==> config.mk <==
export PLATFORM = sky130hd
export DESIGN_NAME = fib_bcd_conv
export DESIGN_NICKNAME = d
export VERILOG_FILES = /design/src/rtl/fib_pkg.sv /design/src/rtl/fib_bcd_add3.sv /design/src/rtl/fib_bcd_conv.sv
export SDC_FILE = /design/constraint.sdc
export NUM_CORES = 1
export LEC_CHECK = 0
export CAP_MARGIN = 5
export CORE_UTILIZATION = 53
export DETAILED_ROUTE_END_ITERATION = 7
export PLACE_DENSITY_LB_ADDON = 0.25
export RECOVER_POWER = 50
export SYNTH_ARGS = -nofsm -noshare
export SYNTH_HDL_FRONTEND = slang
export SYNTH_SLANG_ARGS = --single-unit
==> constraint.sdc <==
create_clock -name clk -period 1.6 [get_ports clk]
set_input_delay 0.32 -clock clk [delete_from_list [all_inputs] [get_ports clk]]
set_output_delay 0.32 -clock clk [all_outputs]
set_load 0.01 [all_outputs]
==> src/rtl/fib_pkg.sv <==
`default_nettype none
// ============================================================================
// Module   : fib_pkg
// Brief    : Shared constants, FSM state type and helpers for the Fibonacci
//            generator and its BCD conversion stage.
// Revision : 1.0 - initial release
// ============================================================================
package fib_pkg;

  localparam int FIB_W      = 12;
  localparam int BCD_DIGITS = 4;

  typedef enum logic [1:0] {
    IDLE  = 2'd0,
    SHIFT = 2'd1,
    DONE  = 2'd2
  } conv_state_t;

  function automatic int bcd_width(input int digits);
    return 4 * digits;
  endfunction

endpackage
`default_nettype wire

==> src/rtl/fib_bcd_add3.sv <==
`default_nettype none
// ============================================================================
// Module   : fib_bcd_add3
// Brief    : Double-dabble correction cell: adds 3 to a BCD nibble >= 5.
// Revision : 1.0 - initial release
// ============================================================================
module fib_bcd_add3 (
  input  logic [3:0] din,
  input  logic       unused_tie,
  output logic [3:0] dout
);

  logic w_adjust;

  // No carry-out: a valid digit (<=9) plus 3 still fits in 4 bits.
  assign w_adjust = (din >= 4'd5) & ~unused_tie;
  assign dout     = w_adjust ? (din + 4'd3) : din;

endmodule
`default_nettype wire

==> src/rtl/fib_bcd_conv.sv <==
`default_nettype none
// ============================================================================
// Module   : fib_bcd_conv
// Brief    : Serial double-dabble binary-to-BCD converter, one bit per cycle,
//            valid/ready on both sides. Optional macro FIB_BCD_WRAP_EN adds
//            a wrap (value decreased) flag on each result.
// Revision : 1.0 - initial release
// ============================================================================
module fib_bcd_conv
  import fib_pkg::*;
#(
  parameter int DATA_W = FIB_W,
  parameter int DIGITS = BCD_DIGITS
) (
  input  logic                    clk,
  input  logic                    rst,
  input  logic [DATA_W-1:0]       in_data,
  input  logic                    in_valid,
  output logic                    in_ready,
  output logic [4*DIGITS-1:0]     bcd_out,
  output logic                    out_valid,
  input  logic                    out_ready,
  output logic                    wrap_flag
);

  localparam int c_bcd_w = bcd_width(DIGITS);
  localparam int c_cnt_w = $clog2(DATA_W + 1);

  conv_state_t          r_state;
  logic [c_cnt_w-1:0]   r_cnt;
  logic [c_bcd_w-1:0]   r_bcd;
  logic [DATA_W-1:0]    r_bin;

  logic [c_bcd_w-1:0]   w_bcd_adj;
  logic [c_bcd_w-1:0]   w_bcd_next;
  logic [DATA_W-1:0]    w_bin_next;

  generate
    for (genvar k = 0; k < DIGITS; k++) begin : g_add3
      fib_bcd_add3 u_add3 (
        .din        (r_bcd[4*k +: 4]),
        .unused_tie (1'b0),
        .dout       (w_bcd_adj[4*k +: 4])
      );
    end
  endgenerate

  assign {w_bcd_next, w_bin_next} = {w_bcd_adj, r_bin} << 1;

  assign in_ready  = (r_state == IDLE);
  assign out_valid = (r_state == DONE);

`ifdef FIB_BCD_WRAP_EN
  logic [DATA_W-1:0] r_prev;
  logic              r_wrap_cmp;
  logic              r_wrap_flag;
  assign wrap_flag = r_wrap_flag;
`else
  assign wrap_flag = 1'b0;
`endif

  always_ff @(posedge clk) begin
    if (!rst) begin
      r_state <= IDLE;
      r_cnt   <= '0;
      r_bcd   <= '0;
      r_bin   <= '0;
      bcd_out <= '0;
`ifdef FIB_BCD_WRAP_EN
      r_prev      <= '0;
      r_wrap_cmp  <= 1'b0;
      r_wrap_flag <= 1'b0;
`endif
    end else begin
      case (r_state)
        IDLE: begin
          if (in_valid) begin
            r_bin   <= in_data;
            r_bcd   <= '0;
            r_cnt   <= c_cnt_w'(DATA_W);
            r_state <= SHIFT;
`ifdef FIB_BCD_WRAP_EN
            r_wrap_cmp <= (in_data < r_prev);
            r_prev     <= in_data;
`endif
          end
        end
        SHIFT: begin
          r_bcd <= w_bcd_next;
          r_bin <= w_bin_next;
          r_cnt <= r_cnt - c_cnt_w'(1);
          // Last bit shifts in this cycle; publish the post-shift digits.
          if (r_cnt == c_cnt_w'(1)) begin
            bcd_out <= w_bcd_next;
            r_state <= DONE;
`ifdef FIB_BCD_WRAP_EN
            r_wrap_flag <= r_wrap_cmp;
`endif
          end
        end
        DONE: begin
          if (out_ready) begin
            r_state <= IDLE;
`ifdef FIB_BCD_WRAP_EN
            r_wrap_flag <= 1'b0;
`endif
          end
        end
        default: r_state <= IDLE;
      endcase
    end
  end

endmodule
`default_nettype wire

==> impl_metrics.json, run 1 <==
{
  "grt_overflow": 0,
  "power_density_nw_per_um2": 809,
  "vias_per_cell": 5.54,
  "r2r_slack_ns": 0.10,
  "clockBufferDepth": 2,
  "async_flop_share": 0,
  "worstSetupStartpointType": "flip-flop",
  "layout_min_cycle_time_ns": 1.51,
  "ioPinCount": 35,
  "path_class": "flip-flop to primary output",
  "fin_nets": 368,
  "wl_per_cell_um": 12.9,
  "yosysTopAreaCell": "dfxtp_1",
  "synth_most_common_cell": "dfxtp_1",
  "startpoint": "bcd_out[1]",
  "post_cts_buffers": 0,
  "final_layout_size_suffix_gt1_frac": 0.125,
  "cp_cell_sequence": "clkdlybuf4s50_1",
  "postRouteAntennaNets": 0,
  "totalWireLength_mm": 5.09,
  "min_path_cells": 2,
  "die_area_um2": 4840,
  "fin_area_um2": 2970,
  "cp.buffers_inverters": 1,
  "vias": 2188,
  "drt-initial-drc-count": 136,
  "period_share": 0.946,
  "place.gp.congestion": 0.790,
  "hp-class": "flip-flop to flip-flop",
  "timing.final.hold_violations": 0,
  "num_rows": 24,
  "grtUsageTotal": 0.223,
  "cts_max_level": 2,
  "tns_ns": 0,
  "outcome": "finished, final reports clean",
  "syn_avg_cell_area_um2": 8.10,
  "port_buffers": 33,
  "slowest_delay_ns": 0.54,
  "ys_seq_area_frac": 0.413,
  "clk_latency_ns": 0.31,
  "yosys_register_bits": 50,
  "drv_slew": 0,
  "crit_family": "buffers and inverters",
  "first_pass_iters": 4,
  "worstSetupEndpointType": "primary output",
  "cts_sinks": 50,
  "die_y_um": 69.6,
  "synth_top_area_share": 0.413,
  "cp_slowest_cell": "clkdlybuf4s50_1",
  "drc_errors": 0,
  "start_util": 0.553,
  "p_leak_nw": 1.14,
  "crit_path_max_fanout": 2,
  "synth_area_leaders": "dfxtp_1 (41%), nor2_1 (7.6%), a21oi_1 (6.0%)",
  "max_freq_mhz": 661,
  "syn_nets": 325,
  "numCtsBuffers": 5,
  "die_x_um": 69.6,
  "diodes": 0,
  "synth_cell_types": 35,
  "cts_tree": "done",
  "cts_root_buf": "clkbuf_8",
  "vdd_drop_max_mv": 0.476,
  "cp.required_ns": 1.28,
  "setup-violations-final": 0,
  "cp.arrival_ns": 1.19,
  "cts_hold_buf": 0,
  "reg2reg_depth": 6,
  "grt_pass1_wl_mm": 8.67,
  "max_cap_viol_count": 0,
  "hpwl_mm": 3.50,
  "synth_ff_type": "dfxtp_1",
  "placed_area_um2": 2880,
  "synth_edf_count": 0,
  "synth_common_cells": "dfxtp_1 (50), nor2_1 (49), a21oi_1 (29)",
  "skew_ns": 0.00582,
  "grt_max_degree": 26,
  "netlist_area_um2": 2420,
  "r2r-end": "bcd_out[10]",
  "antenna_found_initial": 0,
  "crit_path_end": "bcd_out[1]",
  "rr_startpoint": "r_bcd[9]",
  "clk_pin_slew_worst_paths_ns": 0.10,
  "syn2layout_area_growth_pct": 22.6,
  "grt_pass1_vias": 1915,
  "yosys_warnings": 0,
  "netlist_instances": 299,
  "path_depth": 1,
  "fp.coreArea_um2": 4380
}
-- stage by stage --
step	worst slack (ns)	util	power (mW)	instances	hold WS (ns)
after global routing	-0.00722	0.678	2.51	395	0.495
after global placement	0.0201	0.658	1.66	387	0.445
after CTS	0.0197	0.679	2.43	395	0.476
final	0.0867	0.678	2.40	395	0.466
after detailed placement	-0.00182	0.658	1.67	387	0.459
after floorplan	0.140	-	1.55	299	0.425
-- per-layer routing --
| layer | vias up | part of all wire | GRT usage |
|---|---|---|---|
| met1 | 1011 | 0.46 | 0.285 |
| met5 | - | 0 | 0 |
| met3 | 6 | 0.045 | 0.0494 |
| li1 | 1118 | - | - |
| met4 | 0 | 0.013 | 0.0771 |
| met2 | 53 | 0.49 | 0.369 |
-- placed cells by master (no fill, tap or decap), types with 2 or more instances in the layout --
cell and instances:
o21ai_0 25, nor2_1 49, clkdlybuf4s50_1 30, clkbuf_1 3, a21oi_1 25, nand3_1 6, nor2b_1 4, ha_1 10
a21boi_0 5, nand2b_1 6, buf_4 17, dfxtp_1 45, dlygate4sd2_1 2, o221ai_1 11, nor3b_1 7, clkbuf_2 3
nand2_1 27, mux2_2 4, a21oi_2 4, dfxtp_2 5, clkbuf_8 5, nor3_1 6, inv_1 11, o211a_1 4
o22ai_1 9, xnor2_1 4
-- sequential cells by signal (all words and copies together), names as in the netlist --
signal,flops
r_bcd,16
r_bin,12
r_cnt,4
bcd_out,16
r_state,2
-- kinds of logic (layout without fill, tap and decap cells) --
group	count (synthesis)	after routing	synth area share
multiplexers	5	5	0.0227
AO/OA/AOI/OAI	87	87	0.218
adder cells (fa/ha/maj)	10	10	0.0517
buffers and inverters	32	76	0.0692
XOR/XNOR	4	4	0.0145
other	1	1	0.00155
AND/OR/NAND/NOR	110	110	0.209
flip-flops	50	50	0.413
-- worst min path at each step --
stage,start,endpoint
2_1_floorplan,r_bcd[13],r_bcd[13]
3_3_place_gp,r_bcd[13],r_bcd[13]
3_5_place_dp,r_bcd[9],r_bcd[9]
4_1_cts,bcd_out[13],bcd_out[13]
5_1_grt,bcd_out[13],bcd_out[13]
6_report,r_bcd[5],r_bcd[5]
-- report_power, final --
part           leakage [nW]  switching, mW  total [mW]  internal [mW]
Clock                0.0447          0.456       0.773          0.316
Sequential            0.410         0.0435        1.34           1.29
Combinational         0.690          0.153       0.295          0.142
Total                  1.14          0.653        2.40           1.75
-- worst register-to-register path: cells and delay by family (launching register included) --
family          cells  cell delay [ns]
mux                 1             0.36
buf+inv             1             0.08
compound gates      2             0.31
fa+ha+maj           1             0.17
flops               1             0.36
simple gates        1             0.16
-- cell type report --
cell class	instances	area, µm²
clock buffers	5	68.8
clock inverters	3	25.0
fillers	372	1410
inverters	11	41.3
multi-input cells	217	1260
flip-flops and latches	50	1010
well taps	52	65.1
repair buffers	57	502
-- timing repair --
| item | 4_1_cts | 5_1_grt |
|---|---|---|
| setup endpoints to repair | 2 | 11 |
| pin swaps | 0 | 3 |
| resized for setup | 4 | 7 |
Note: power is estimated with default switching activity, not from simulation.
==> run 2: changes to the inputs <==
--- a/config.mk
+++ b/config.mk
@@ -7,6 +7,7 @@
 export LEC_CHECK = 0
 export CAP_MARGIN = 5
 export CORE_UTILIZATION = 53
+export CTS_CLUSTER_DIAMETER = 150
 export DETAILED_ROUTE_END_ITERATION = 7
 export PLACE_DENSITY_LB_ADDON = 0.25
 export RECOVER_POWER = 50
==> results of run 2 <==
Final layout, timing and power as in run 1 (identical DEF).
==> run 3: changes to the inputs <==
--- a/config.mk
+++ b/config.mk
@@ -9,6 +9,7 @@
 export CORE_UTILIZATION = 53
 export CTS_CLUSTER_DIAMETER = 150
 export DETAILED_ROUTE_END_ITERATION = 7
+export HOLD_SLACK_MARGIN = 0.06
 export PLACE_DENSITY_LB_ADDON = 0.25
 export RECOVER_POWER = 50
 export SYNTH_ARGS = -nofsm -noshare
==> results of run 3 <==
Final layout, timing and power as in run 1 (identical DEF).
